--- src/rtl/f2i_pipe.sv ---
// Three-stage pipelined float-to-integer converter: decode, align, round/range.
// Parametrised float/int widths, four rounding modes, signed/unsigned range, sticky flags.
module f2i_pipe #(
    parameter int EXP_W = 8,
    parameter int MAN_W = 23,
    parameter int INT_W = 32
) (
    input  logic                 clk,
    input  logic                 rst,
    input  logic                 in_valid,
    output logic                 in_ready,
    input  logic [EXP_W+MAN_W:0] a,
    input  logic [1:0]           rm,
    input  logic                 is_unsigned,
    output logic                 out_valid,
    input  logic                 out_ready,
    output logic [INT_W-1:0]     d,
    output logic                 p_lost,
    output logic                 denorm,
    output logic                 invalid,
    input  logic                 flag_clr,
    output logic                 sticky_invalid,
    output logic                 sticky_inexact
);
    localparam int BIAS = 2**(EXP_W-1) - 1;
    localparam int EW   = ((EXP_W > 8) ? EXP_W : 8) + 2;
    localparam int SW   = MAN_W + 1;
    localparam int F    = MAN_W + 3;
    localparam int TW   = INT_W + 1 + F;
    localparam int SHW  = $clog2(TW);
    localparam logic signed [EW-1:0] E_BIG  = EW'(INT_W + 1);
    localparam logic signed [EW-1:0] E_TINY = EW'(-2);
    localparam logic [INT_W-1:0] SMAX = {1'b0, {(INT_W-1){1'b1}}};
    localparam logic [INT_W-1:0] SMIN = {1'b1, {(INT_W-1){1'b0}}};
    localparam logic [1:0] RM_RNE = 2'b00, RM_RTZ = 2'b01, RM_RDN = 2'b10, RM_RUP = 2'b11;

    // Handshake: one global advance enable. A stage slot moves forward whenever the
    // output slot is empty or being taken (out_valid & out_ready); an operand is
    // taken on in_valid & in_ready. Bubbles travel with the pipe and are not collapsed.
    logic en;
    assign en       = ~out_valid | out_ready;
    assign in_ready = en;

    // ---------------- S1: decode/classify ----------------
    logic                 a_sign;
    logic [EXP_W-1:0]     a_exp;
    logic [MAN_W-1:0]     a_frac;
    logic                 s1_zero_d, s1_sub_d, s1_inf_d, s1_nan_d;
    logic signed [EW-1:0] s1_exp_d;

    assign {a_sign, a_exp, a_frac} = a;
    assign s1_zero_d = (a_exp == '0) & ~(|a_frac);
    assign s1_sub_d  = (a_exp == '0) &  (|a_frac);
    assign s1_inf_d  = (&a_exp) & ~(|a_frac);
    assign s1_nan_d  = (&a_exp) &  (|a_frac);
    assign s1_exp_d  = EW'(a_exp) - EW'(BIAS);

    logic                 s1_v_q, s1_sign_q, s1_zero_q, s1_sub_q, s1_inf_q, s1_nan_q, s1_uns_q;
    logic signed [EW-1:0] s1_exp_q;
    logic [SW-1:0]        s1_sig_q;
    logic [1:0]           s1_rm_q;

    // ---------------- S2: align ----------------
    // Fixed point with F fraction bits: value = sig << (exp+3). Valid for exp in [-2, INT_W].
    logic [SHW-1:0]   sh;
    logic [TW-1:0]    fix;
    logic [INT_W:0]   s2_mag_d;
    logic             s2_g_d, s2_s_d, s2_ovf_d;

    assign sh  = SHW'(s1_exp_q + EW'(3));
    assign fix = TW'(s1_sig_q) << sh;

    always_comb begin
        s2_mag_d = '0;
        s2_g_d   = 1'b0;
        s2_s_d   = 1'b0;
        s2_ovf_d = 1'b0;
        if (s1_sub_q) begin
            s2_s_d = 1'b1;
        end else if (s1_zero_q || s1_inf_q || s1_nan_q) begin
            s2_s_d = 1'b0;
        end else if (s1_exp_q >= E_BIG) begin
            s2_ovf_d = 1'b1;
        end else if (s1_exp_q < E_TINY) begin
            s2_s_d = 1'b1;
        end else begin
            s2_mag_d = fix[TW-1:F];
            s2_g_d   = fix[F-1];
            s2_s_d   = |fix[F-2:0];
        end
    end

    logic           s2_v_q, s2_sign_q, s2_g_q, s2_s_q, s2_ovf_q;
    logic           s2_zero_q, s2_sub_q, s2_inf_q, s2_nan_q, s2_uns_q;
    logic [INT_W:0] s2_mag_q;
    logic [1:0]     s2_rm_q;

    // ---------------- S3: round/range ----------------
    logic             inc;
    logic [INT_W+1:0] rmag;
    logic [INT_W-1:0] d_d;
    logic             lost_d, den_d, inv_d;

    always_comb begin
        inc = 1'b0;
        case (s2_rm_q)
            RM_RNE:  inc = s2_g_q & (s2_s_q | s2_mag_q[0]);
            RM_RTZ:  inc = 1'b0;
            RM_RDN:  inc = s2_sign_q & (s2_g_q | s2_s_q);
            RM_RUP:  inc = ~s2_sign_q & (s2_g_q | s2_s_q);
            default: inc = 1'b0;
        endcase
    end

    assign rmag = {1'b0, s2_mag_q} + {{(INT_W+1){1'b0}}, inc};

    always_comb begin
        d_d    = '0;
        inv_d  = 1'b0;
        lost_d = 1'b0;
        den_d  = s2_sub_q;
        if (s2_nan_q) begin
            inv_d = 1'b1;
            d_d   = s2_uns_q ? '0 : SMIN;
        end else if (s2_inf_q || s2_ovf_q) begin
            inv_d = 1'b1;
            if (s2_sign_q) d_d = s2_uns_q ? '0 : SMIN;
            else           d_d = s2_uns_q ? '1 : SMAX;
        end else if (!s2_zero_q) begin
            lost_d = s2_g_q | s2_s_q;
            if (s2_uns_q) begin
                // Negative operands are legal only when they round to zero.
                if (s2_sign_q) begin
                    inv_d = (rmag != '0);
                end else if (rmag[INT_W+1:INT_W] != 2'b00) begin
                    inv_d = 1'b1;
                    d_d   = '1;
                end else begin
                    d_d = rmag[INT_W-1:0];
                end
            end else if (s2_sign_q) begin
                if (rmag > {2'b00, SMIN}) begin
                    inv_d = 1'b1;
                    d_d   = SMIN;
                end else begin
                    d_d = INT_W'(0) - rmag[INT_W-1:0];
                end
            end else if (rmag > {2'b00, SMAX}) begin
                inv_d = 1'b1;
                d_d   = SMAX;
            end else begin
                d_d = rmag[INT_W-1:0];
            end
            if (inv_d) lost_d = 1'b0;
        end
    end

    logic             out_v_q, lost_q, den_q, inv_q, stk_inv_q, stk_inx_q;
    logic [INT_W-1:0] d_q;
    logic             xfer, stk_inv_d, stk_inx_d;

    assign xfer      = out_v_q & out_ready;
    assign stk_inv_d = (flag_clr ? 1'b0 : stk_inv_q) | (xfer & inv_q);
    assign stk_inx_d = (flag_clr ? 1'b0 : stk_inx_q) | (xfer & lost_q);

    always_ff @(posedge clk) begin
        if (rst) begin
            s1_v_q <= 1'b0; s1_sign_q <= 1'b0; s1_zero_q <= 1'b0; s1_sub_q <= 1'b0;
            s1_inf_q <= 1'b0; s1_nan_q <= 1'b0; s1_uns_q <= 1'b0; s1_exp_q <= '0;
            s1_sig_q <= '0; s1_rm_q <= '0;
            s2_v_q <= 1'b0; s2_sign_q <= 1'b0; s2_g_q <= 1'b0; s2_s_q <= 1'b0;
            s2_ovf_q <= 1'b0; s2_zero_q <= 1'b0; s2_sub_q <= 1'b0; s2_inf_q <= 1'b0;
            s2_nan_q <= 1'b0; s2_uns_q <= 1'b0; s2_mag_q <= '0; s2_rm_q <= '0;
            out_v_q <= 1'b0; d_q <= '0; lost_q <= 1'b0; den_q <= 1'b0; inv_q <= 1'b0;
            stk_inv_q <= 1'b0; stk_inx_q <= 1'b0;
        end else begin
            if (en) begin
                s1_v_q    <= in_valid;
                s1_sign_q <= a_sign;
                s1_zero_q <= s1_zero_d;
                s1_sub_q  <= s1_sub_d;
                s1_inf_q  <= s1_inf_d;
                s1_nan_q  <= s1_nan_d;
                s1_uns_q  <= is_unsigned;
                s1_exp_q  <= s1_exp_d;
                s1_sig_q  <= {1'b1, a_frac};
                s1_rm_q   <= rm;

                s2_v_q    <= s1_v_q;
                s2_sign_q <= s1_sign_q;
                s2_g_q    <= s2_g_d;
                s2_s_q    <= s2_s_d;
                s2_ovf_q  <= s2_ovf_d;
                s2_zero_q <= s1_zero_q;
                s2_sub_q  <= s1_sub_q;
                s2_inf_q  <= s1_inf_q;
                s2_nan_q  <= s1_nan_q;
                s2_uns_q  <= s1_uns_q;
                s2_mag_q  <= s2_mag_d;
                s2_rm_q   <= s1_rm_q;

                out_v_q <= s2_v_q;
                d_q     <= d_d;
                lost_q  <= lost_d;
                den_q   <= den_d;
                inv_q   <= inv_d;
            end
            stk_inv_q <= stk_inv_d;
            stk_inx_q <= stk_inx_d;
        end
    end

    assign out_valid      = out_v_q;
    assign d              = d_q;
    assign p_lost         = lost_q;
    assign denorm         = den_q;
    assign invalid        = inv_q;
    assign sticky_invalid = stk_inv_q;
    assign sticky_inexact = stk_inx_q;
endmodule

--- config.mk ---
export PLATFORM = sky130hd
export DESIGN_NAME = f2i_pipe
export DESIGN_NICKNAME = d
export VERILOG_FILES = /design/src/rtl/f2i_pipe.sv
export SDC_FILE = /design/constraint.sdc
export NUM_CORES = 1
export LEC_CHECK = 0
export CORE_MARGIN = 8
export CORE_UTILIZATION = 25
export CTS_CLUSTER_DIAMETER = 150
export DETAILED_ROUTE_END_ITERATION = 12
export PLACE_DENSITY_LB_ADDON = 0.3
export SLEW_MARGIN = 10
export SYNTH_ARGS = -nofsm -noshare
export SYNTH_HDL_FRONTEND = slang
export SYNTH_SLANG_ARGS = --single-unit
export TNS_END_PERCENT = 5
--- constraint.sdc ---
create_clock -name clk -period 4.6 [get_ports clk]
set_clock_uncertainty 0.2 [all_clocks]
set_input_delay 0.69 -clock clk [delete_from_list [all_inputs] [get_ports clk]]
set_output_delay 0.69 -clock clk [all_outputs]
set_load 0.01 [all_outputs]
# Word-level counts from Yosys, hierarchy flattened

Cells that the tools add are included.

Order comparisons: 4
Bitwise operators: 18
Reduce and logical (&&, ||, !) cells: 10
$mul: 0
Multiplexer cells: 46
Shift-type cells: 1
Eq/ne operators: 3
Div/mod/pow operators: 0
$add $sub $neg: 4

Operators with widths:

| operator                                                                           | count |
|---|---|
| 32-bit two-way mux                                                                 | 12 |
| 33-bit two-way mux                                                                 | 4 |
| 24-bit by 6-bit left shift with 59-bit output                                      | 1 |
| 33-bit by 1-bit adder with 34-bit output                                           | 1 |
| 34-bit by 31-bit greater-than comparator with 1-bit output (second input constant) | 1 |
| 34-bit by 32-bit greater-than comparator with 1-bit output (second input constant) | 1 |
| 34-bit nonzero test                                                                | 1 |
| 1-bit by 32-bit subtractor with 32-bit output (first input constant)               | 1 |
| 1-bit two-way mux                                                                  | 29 |
| 25-bit OR reduction                                                                | 1 |
| 23-bit OR reduction                                                                | 1 |
| 1-bit AND                                                                          | 10 |
| 9-bit by 7-bit >= comparator with 1-bit output (second input constant)             | 1 |
| 9-bit by 2-bit less-than comparator with 1-bit output (second input constant)      | 1 |
| 8-bit by 7-bit subtractor with 9-bit output (second input constant)                | 1 |
| 8-bit zero test                                                                    | 1 |
| 8-bit AND reduction                                                                | 1 |
| 6-bit by 3-bit adder with 6-bit output (second input constant)                     | 1 |
| 1-bit bitwise OR                                                                   | 5 |
| 2-bit == test (second input constant)                                              | 2 |
| 1-bit one-hot mux with 4 select lines                                              | 1 |
| 1-bit logical OR                                                                   | 3 |
| 1-bit inverter                                                                     | 3 |
| 2-bit by 1-bit == test with 1-bit output (second input constant)                   | 1 |
| 2 further kinds                                                                    | 2 |

Bits in registers: 125
Bits in writable memories: 0
Latch bits: 0
Output and inout port bits: 39
Memory bits (read-only): 0
Word-level logic and storage cells: 115
Memories: 0
Bits of input ports: 40

# Logic depth before layout (Yosys ltp)

Gate-level depths: netlist of the first run.

Depth in word-level cells: 15
Gate-level depth with buffers: 21
Depth with buffers taken out: 18

# Worst setup path before layout of the first run

Ideal clock, no wire load.

Path kind: register to register
From: register s2_sign_q
To: register d_q[19] (netlist: d[19])
Path slack: -0.005 ns
Data arrival time: 4.338 ns
Cell stages (with the launch flop): 22
Cells stage by stage: dfxtp_1 clkbuf_1 inv_1 buf_2 a31oi_1 o21ai_0 a21oi_1 ha_1 ha_1 inv_1 ha_1 or4b_1 o31ai_2 o21ai_0 nor3b_1 nand4_2 nor4b_4 or2_1 buf_6 buf_8 a21oi_1 o21ai_2

Cells in the longest elaborated chain, start to end: 11
Elaborated cells on any way between the ends: 19
Classes of those cells: add/sub (2); order compare (2); mux (11); bitwise (3); reduce/logical (1)

Ends and longest elaborated chain:

| item                                                                        | RTL line      | RTL |
|---|---|---|
| start: declaration                                                          | 93            | `logic s2_v_q, s2_sign_q, s2_g_q, s2_s_q, s2_ovf_q;` |
| start signal: assignment                                                    | 190           | `s2_sign_q <= s1_sign_q;` |
| 1-bit inverter                                                              | 110           | `RM_RUP: inc = ~s2_sign_q & (s2_g_q \| s2_s_q);` |
| 1-bit AND                                                                   | 110           |  |
| 1-bit one-hot mux with 4 select lines                                       | 106           | `case (s2_rm_q)` |
| 33-bit by 1-bit adder with 34-bit output                                    | 115           | `assign rmag = {1'b0, s2_mag_q} + {{(INT_W+1){1'b0}}, inc};` |
| 1-bit by 32-bit subtractor with 32-bit output, or another cell as far along | 146           | `d_d = INT_W'(0) - rmag[INT_W-1:0];` |
| 32-bit two-way mux (on tied branches)                                       | 142, 135, 148 |  |
| 32-bit two-way mux (on tied branches)                                       | 141, 133      |  |
| 32-bit two-way mux                                                          | 131           | `if (s2_uns_q) begin` |
| 32-bit two-way mux                                                          | 129           | `end else if (!s2_zero_q) begin` |
| 32-bit two-way mux (*)                                                      | 125           | `end else if (s2_inf_q \|\| s2_ovf_q) begin` |
| 32-bit two-way mux (*)                                                      | 122           | `if (s2_nan_q) begin` |
| end signal: assignment                                                      | 174           | `out_v_q <= 1'b0; d_q <= '0; lost_q <= 1'b0; den_q <= 1'b0; inv_q <= 1'b0;` |
| end signal: assignment                                                      | 203           | `d_q <= d_d;` |
| end: declaration                                                            | 159           | `logic [INT_W-1:0] d_q;` |

Mark *: on every way between the ends. The rest lies on a longest branch, timed or not.
A chain may end at the register's enable or synchronous reset.

# Final worst setup path of the first run

From: register s2_rm_q[0]
To: register d_q[27] (netlist: d[27])

Cells in the longest elaborated chain, start to end: 10
Elaborated cells on any way between the ends: 19
Classes of those cells: add/sub (2); order compare (2); eq/ne (3); mux (10); reduce/logical (2)

Ends and longest elaborated chain:

| item                                                                        | RTL line      | RTL |
|---|---|---|
| start: declaration                                                          | 96            | `logic [1:0] s2_rm_q;` |
| start signal: assignment                                                    | 200           | `s2_rm_q <= s1_rm_q;` |
| 2-bit == test, or another cell as far along                                 | 106           |  |
| 1-bit one-hot mux with 4 select lines (*)                                   | 106           |  |
| 33-bit by 1-bit adder with 34-bit output (*)                                | 115           |  |
| 1-bit by 32-bit subtractor with 32-bit output, or another cell as far along | 146           |  |
| 32-bit two-way mux (on tied branches)                                       | 142, 135, 148 |  |
| 32-bit two-way mux (on tied branches)                                       | 141, 133      |  |
| 32-bit two-way mux (*)                                                      | 131           |  |
| 32-bit two-way mux (*)                                                      | 129           |  |
| 32-bit two-way mux (*)                                                      | 125           |  |
| 32-bit two-way mux (*)                                                      | 122           |  |

Marked as above.

==> qor.yml, run 1 <==
start_kind: "flop"
crit_fanout: 8
num_io_pins: 79
place_inst: 1681
cp-end-kind: "flop"
start_util: 0.253
fin_area_mm2: 0.0109
crit_arrival_ns: 4.39
placed_cell_area_mm2: 0.0103
fillCellCount: 3841
slew_viol_final: 0
final_util: 0.307
syn-num-nets: 1242
drt-wirelength-per-cell_um: 18.0
hold_buffers: 0
antenna_found_initial: 0
viasPerCell: 5.34
netlist_instances: 1194
hold_viol: 0
multi_input_area_mm2: 0.00604
drive_gt1_frac: 0.124
status: "finished, final reports clean"
hpwlAfterDp_um: 23300
ys_types: 86
synth-main-ff-cell: "dfxtp_1"
grt_pass1_wl_um: 49300
synthToLayoutAreaGrowth_pct: 21.4
die-width_um: 205
ys_top_cells_by_area: "dfxtp_1 28%, a21oi_1 8.5%, nand2_1 7.3%"
min_period_ns: 4.28
cpPeakStageDelay_ns: 0.48
cts_tree: "done"
drt_wl_total_um: 30800
synth_edf_count: 0
cts-root-buf: "clkbuf_16"
postRouteAntennaNets: 0
syn_area_per_cell_um2: 7.51
max_freq_mhz: 234
fin_cells: 1715
grt.overflow.total: 0
cts_sinks: 125
yosys_warnings: 0
drc: 0
cap_violations: 0
clk_pin_slew_ns: 0.06
synth_top_area_share: 0.279
cpMostUsedCell: "nor4_1"
numCtsBuffers: 17
gp_congestion: 0.934
syn_area_mm2: 0.00897
fp-row-count: 69
synthArstFlopShare: 0
grt_pass1_vias: 8841
synth_top_area_cell: "dfxtp_1"
grt_start_max_net_pins: 98
num_vias: 9162
num-nets-final: 1289
setup_violations: 0
worstPathRequired_ns: 4.71
critical-path-slowest-cell: "nor4_1"
period_share: 0.930
dr.first_iter.drc_count: 675
worst_pin_slew_ns: 1.10
min_path_type: "reg2reg"
worstSkewPairLatency_ns: 0.43
critical_path_class: "reg2reg"
dieHeight_um: 205
ir_worst_vdd_v: 0.000250
htreeDepth: 4
dr.pass1.iters: 5
power_density_mw_per_mm2: 346
path_cells: "inv_1 > a21oi_1 > a31oi_1 > o21ai_0 > a21oi_2 > ha_4 > ha_1 > and3_1 > nand2_1 > nor4_1 > nor4_1 > o221a_2 > nor4b_4 > buf_4 > o31ai_2 > a211oi_1 > a2111o_1"
coreArea_mm2: 0.0355
leakage_uw: 0.00385
grt.total_usage: 0.145
clockBufferDepth: 2
ys_ff_latch: 125
antennaDiodeCount: 0
seqCellArea_mm2: 0.00250
relSlewSlack: 0.269
synth_seq_area_share: 0.279
portBuffers: 78
die_area_mm2: 0.0422
synthesized netlist by cell type, types with 8 or more instances:
cell type,instances
xor2_1,32
a31oi_1,10
nand3_1,31
nand2_1,175
a22oi_1,21
nor4_1,23
ha_1,8
xnor2_1,42
a221oi_1,12
nor2_1,120
a211oi_1,13
mux4_2,19
a21oi_1,152
and3_1,13
buf_2,14
clkbuf_1,65
inv_1,17
nand4_1,17
mux2i_1,14
o21ai_0,58
buf_1,13
dfxtp_1,125
mux2_2,8
nor3_1,34
state kept, by name (all words and copies together), names as in the netlist, 2 cells and up:
signal,flops
s2_rm_q,2
d,32
s1_exp_q,9
s1_rm_q,2
s2_mag_q,33
s1_sig_q,24
cell type report:
| type | instances | area share |
|---|---|---|
| Sequential cell | 125 | 0.230 |
| Multi-Input combinational cell | 953 | 0.555 |
| Clock inverter | 13 | 0.0108 |
| Clock buffer | 19 | 0.0407 |
| Inverter | 17 | 0.00586 |
| Tap cell | 461 | 0.0529 |
| Timing Repair Buffer | 127 | 0.105 |
power by group:
group          switching [uW]  internal [uW]
sequential               75.5           1160
clock                     538            756
combinational             716            522
cells by family (layout without fill, tap and decap cells):
kind of cell               count (synthesis)  in the layout  share of synthesized area
xor gates and xnor gates                  74             74                     0.0722
muxes                                     41             41                     0.0734
AOI/OAI and AO/OA                        363            363                      0.260
and+or+nand+nor                          467            467                      0.250
adders and majority gates                  8              8                     0.0112
DFF                                      125            125                      0.279
buffers and inverters                    116            176                     0.0548
metrics by stage:
step	setup slack, ns	TNS (ns)	power [uW]	hold WS (ns)
2_1_floorplan	0.0984	0	2030	0.232
3_3_place_gp	0.264	0	2460	0.240
3_5_place_dp	0.0625	0	2460	0.244
4_1_cts	0.0449	0	3760	0.252
5_1_grt	-0.00675	-0.00675	3960	0.268
6_report	0.321	0	3760	0.244
metal layers:
layer,vias up,global-route usage,part of all wire
met5,-,0,0
met4,0,0.0569,0.027
met3,57,0.0217,0.053
met2,302,0.231,0.46
met1,4363,0.195,0.46
li1,4440,-,-
cells in the final DEF (no fill, tap or decap), drive strengths merged, types with 15 or more instances in the layout:
master | synthesis | layout
nor4 | 27 | 27
nor2 | 121 | 121
nand2 | 176 | 176
dfxtp | 125 | 125
a221oi | 15 | 15
nor3 | 36 | 36
xor2 | 32 | 32
inv | 17 | 18
o21ai | 67 | 67
xnor2 | 42 | 42
nand4 | 20 | 20
mux4 | 19 | 19
clkbuf | 66 | 19
clkdlybuf4s50 | 0 | 77
a22oi | 21 | 21
a21oi | 157 | 157
buf | 33 | 50
nand3 | 32 | 32
worst paths after layout:
| check | slack, ns | end | start | cells past startpoint |
|---|---|---|---|---|
| setup / recovery | 0.32 | d[27] | s2_rm_q[0] | 17 |
| hold / removal | 0.24 | d[18] | d[18] | 2 |
| setup reg to reg | 0.32 | d[27] | s2_rm_q[0] | 17 |
| hold reg to reg | 0.24 | d[18] | d[18] | 2 |
worst max-delay path: cells and delay by family (launching register included):
family                     cells  cell delay (ns)
adders and majority gates      2             0.44
AOI/OAI and AO/OA              8             1.73
buffers and inverters          2             0.25
and+or+nand+nor                5             1.20
DFF                            1             0.33
repair_timing:
| item | in CTS | in global routing |
|---|---|---|
| setup buffers | 0 | 2 |
| gates resized for setup | 0 | 5 |
| endpoints found under the setup margin | 0 | 34 |
No activity file was read; power rests on OpenSTA's default activity.
==> run 2: changes to the inputs <==
Settings changed: MAX_ROUTING_LAYER from default to met4.
==> qor.yml, run 2 (same netlist as run 1, synthesis figures left out) <==
status: "finished, final reports clean"
leakage_uw: 0.00388  # +0.65%
numCtsBuffers: 17  # unchanged
fillCellCount: 3807  # -0.89%
grt_setup_unrepaired: "yes"
portBuffers: 78  # unchanged
cp-end-kind: "flop"
cts_tree: "done"
relSlewSlack: 0.318  # +0.0481
clockBufferDepth: 2  # unchanged
grt_pass1_vias: 8922  # +0.92%
min_path_type: "reg2reg"
die_area_mm2: 0.0422  # unchanged
largest_reg_flops: 33  # unchanged
grt.total_usage: 0.151  # +0.00540
min_period_ns: 4.32  # +0.0396 ns
slew_viol_final: 0  # unchanged
path_cells: "inv_1 > a21oi_1 > a31oi_1 > o21ai_0 > a21oi_1 > ha_1 > ha_1 > inv_1 > ha_1 > or4b_1 > o31ai_2 > o21ai_1 > nor3b_2 > nand4_2 > nor4b_4 > or2_4 > buf_12 > nand2_2 > o31ai_2"
die-width_um: 205  # unchanged
netSwitchingPower_uw: 1370  # +3.0%
cts_setup_buffers: 0  # unchanged
seqPwrFrac: 0.323  # -0.004
ir_worst_vdd_v: 0.000226  # -9.9%
num_vias: 9066  # -1.0%
clkPwrFrac: 0.358  # +0.014
worst_pin_slew_ns: 1.02  # -0.0721 ns
grt.overflow.total: 0  # unchanged
worstPathRequired_ns: 4.75  # +0.04 ns
power.total_uw: 3810  # +1.3%
crit_arrival_ns: 4.47  # +0.08 ns
pwr-share-comb: 0.319  # -0.010
drc: 0  # unchanged
dieHeight_um: 205  # unchanged
dr.first_iter.drc_count: 686  # +1.6%
start_kind: "flop"
dr.pass1.iters: 8  # +3
coreArea_mm2: 0.0355  # unchanged
antenna_found_initial: 0  # unchanged
crit_fanout: 15  # +7
cpMostUsedCell: "ha_1"
final_common_cell: "nand2_1"
antennaDiodeCount: 0  # unchanged
fin_area_mm2: 0.0109  # +0.22%
clk_pin_slew_ns: 0.07  # about the same
hpwlAfterDp_um: 23300  # about the same
multi_input_area_mm2: 0.00604  # -0.12%
cts-root-buf: "clkbuf_16"
cts_sinks: 125  # unchanged
gp_congestion: 0.930  # -0.42%
critical-path-slowest-cell: "nor4b_4"
grt_pass1_wl_um: 49800  # +0.91%
postRouteAntennaNets: 0  # unchanged
final_cell_mix: "175 x nand2_1, 152 x a21oi_1, 125 x dfxtp_1"
seqCellArea_mm2: 0.00250  # unchanged
setup_violations: 0  # unchanged
power_density_mw_per_mm2: 349  # +1.1%
critical_path_class: "reg2reg"
hold_viol: 0  # unchanged
fp-row-count: 69  # unchanged
switching_share: 0.359  # +0.00596
drt-wirelength-per-cell_um: 18.0  # about the same
hold_buffers: 0  # unchanged
synthToLayoutAreaGrowth_pct: 21.7
grt_start_max_net_pins: 96  # -2.0%
drt_wl_total_um: 30800  # about the same
placed_cell_area_mm2: 0.0103  # +0.19%
max_freq_mhz: 232  # -0.92%
top_register: "s2_mag_q"
start_util: 0.253  # unchanged
period_share: 0.939  # +0.00861
cpPeakStageDelay_ns: 0.50  # +0.02 ns
viasPerCell: 5.29  # -0.99%
num-nets-final: 1288  # -0.078%
power.internal_uw: 2440  # +0.38%
cap_violations: 0  # unchanged
htreeDepth: 4  # unchanged
num_io_pins: 79  # unchanged
worstSkewPairLatency_ns: 0.44  # about the same
drive_gt1_frac: 0.124  # about the same
==> run 2: path summary, 6_finish.rpt <==
path / start / end / slack, ns / cells after the start
setup / recovery: s2_rm_q[0] / d[6] / 0.28 / 19
hold / removal: d[14] / d[14] / 0.25 / 2
setup reg to reg: s2_rm_q[0] / d[6] / 0.28 / 19
hold reg to reg: d[14] / d[14] / 0.25 / 2
==> run 2: timing repair <==
item | 4_1_cts | 5_1_grt
resized for setup | 0 | 4
endpoints found under the setup margin | 0 | 12
endpoints found under the hold margin | 0 | 0
==> run 2: per-layer routing <==
metal  vias to the layer above  part of all wire  track usage
met5                         -                 0            -
met2                       253              0.46        0.234
met3                        39             0.051       0.0241
met4                         0             0.017       0.0460
li1                       4454                 -            -
met1                      4320              0.47        0.199
==> run 2: power by group through the flow <==
stage | clock (uW) | sequential (uW) | combinational [uW]
after global routing | 1440 | 1240 | 1330
final | 1360 | 1230 | 1220
after global placement | 0 | 1250 | 1200
after floorplan | 0 | 1240 | 797
after detailed placement | 0 | 1260 | 1200
after CTS | 1400 | 1230 | 1210
==> run 2: per-stage QoR <==
step / TNS (ns) / instances / util / hold WS, ns / setup WS (ns)
2_1_floorplan: 0 / 1194 / - / 0.232 / 0.0984
3_3_place_gp: 0 / 1682 / 0.291 / 0.242 / 0.332
3_5_place_dp: 0 / 1682 / 0.291 / 0.241 / 0.244
4_1_cts: 0 / 1714 / 0.307 / 0.251 / 0.226
5_1_grt: -0.142 / 1714 / 0.308 / 0.284 / -0.0772
6_report: 0 / 1714 / 0.308 / 0.245 / 0.281
==> run 2: area by class of cell <==
| type | instances | share of cell area |
|---|---|---|
| multi-input cells | 953 | 0.553 |
| flip-flops and latches | 125 | 0.229 |
| repair buffers | 126 | 0.105 |
| well taps | 461 | 0.0528 |
| clock buffers | 18 | 0.0402 |
| clock inverters | 14 | 0.0135 |
| inverters | 17 | 0.00584 |
==> run 2: critical path, delay by kind of cell, from the launching register on <==
family / cells / cell delay (ns)
AOI/OAI and AO/OA: 7 / 0.95
buffers and inverters: 3 / 0.30
adders and majority gates: 3 / 0.72
and+or+nand+nor: 6 / 1.73
DFF: 1 / 0.33
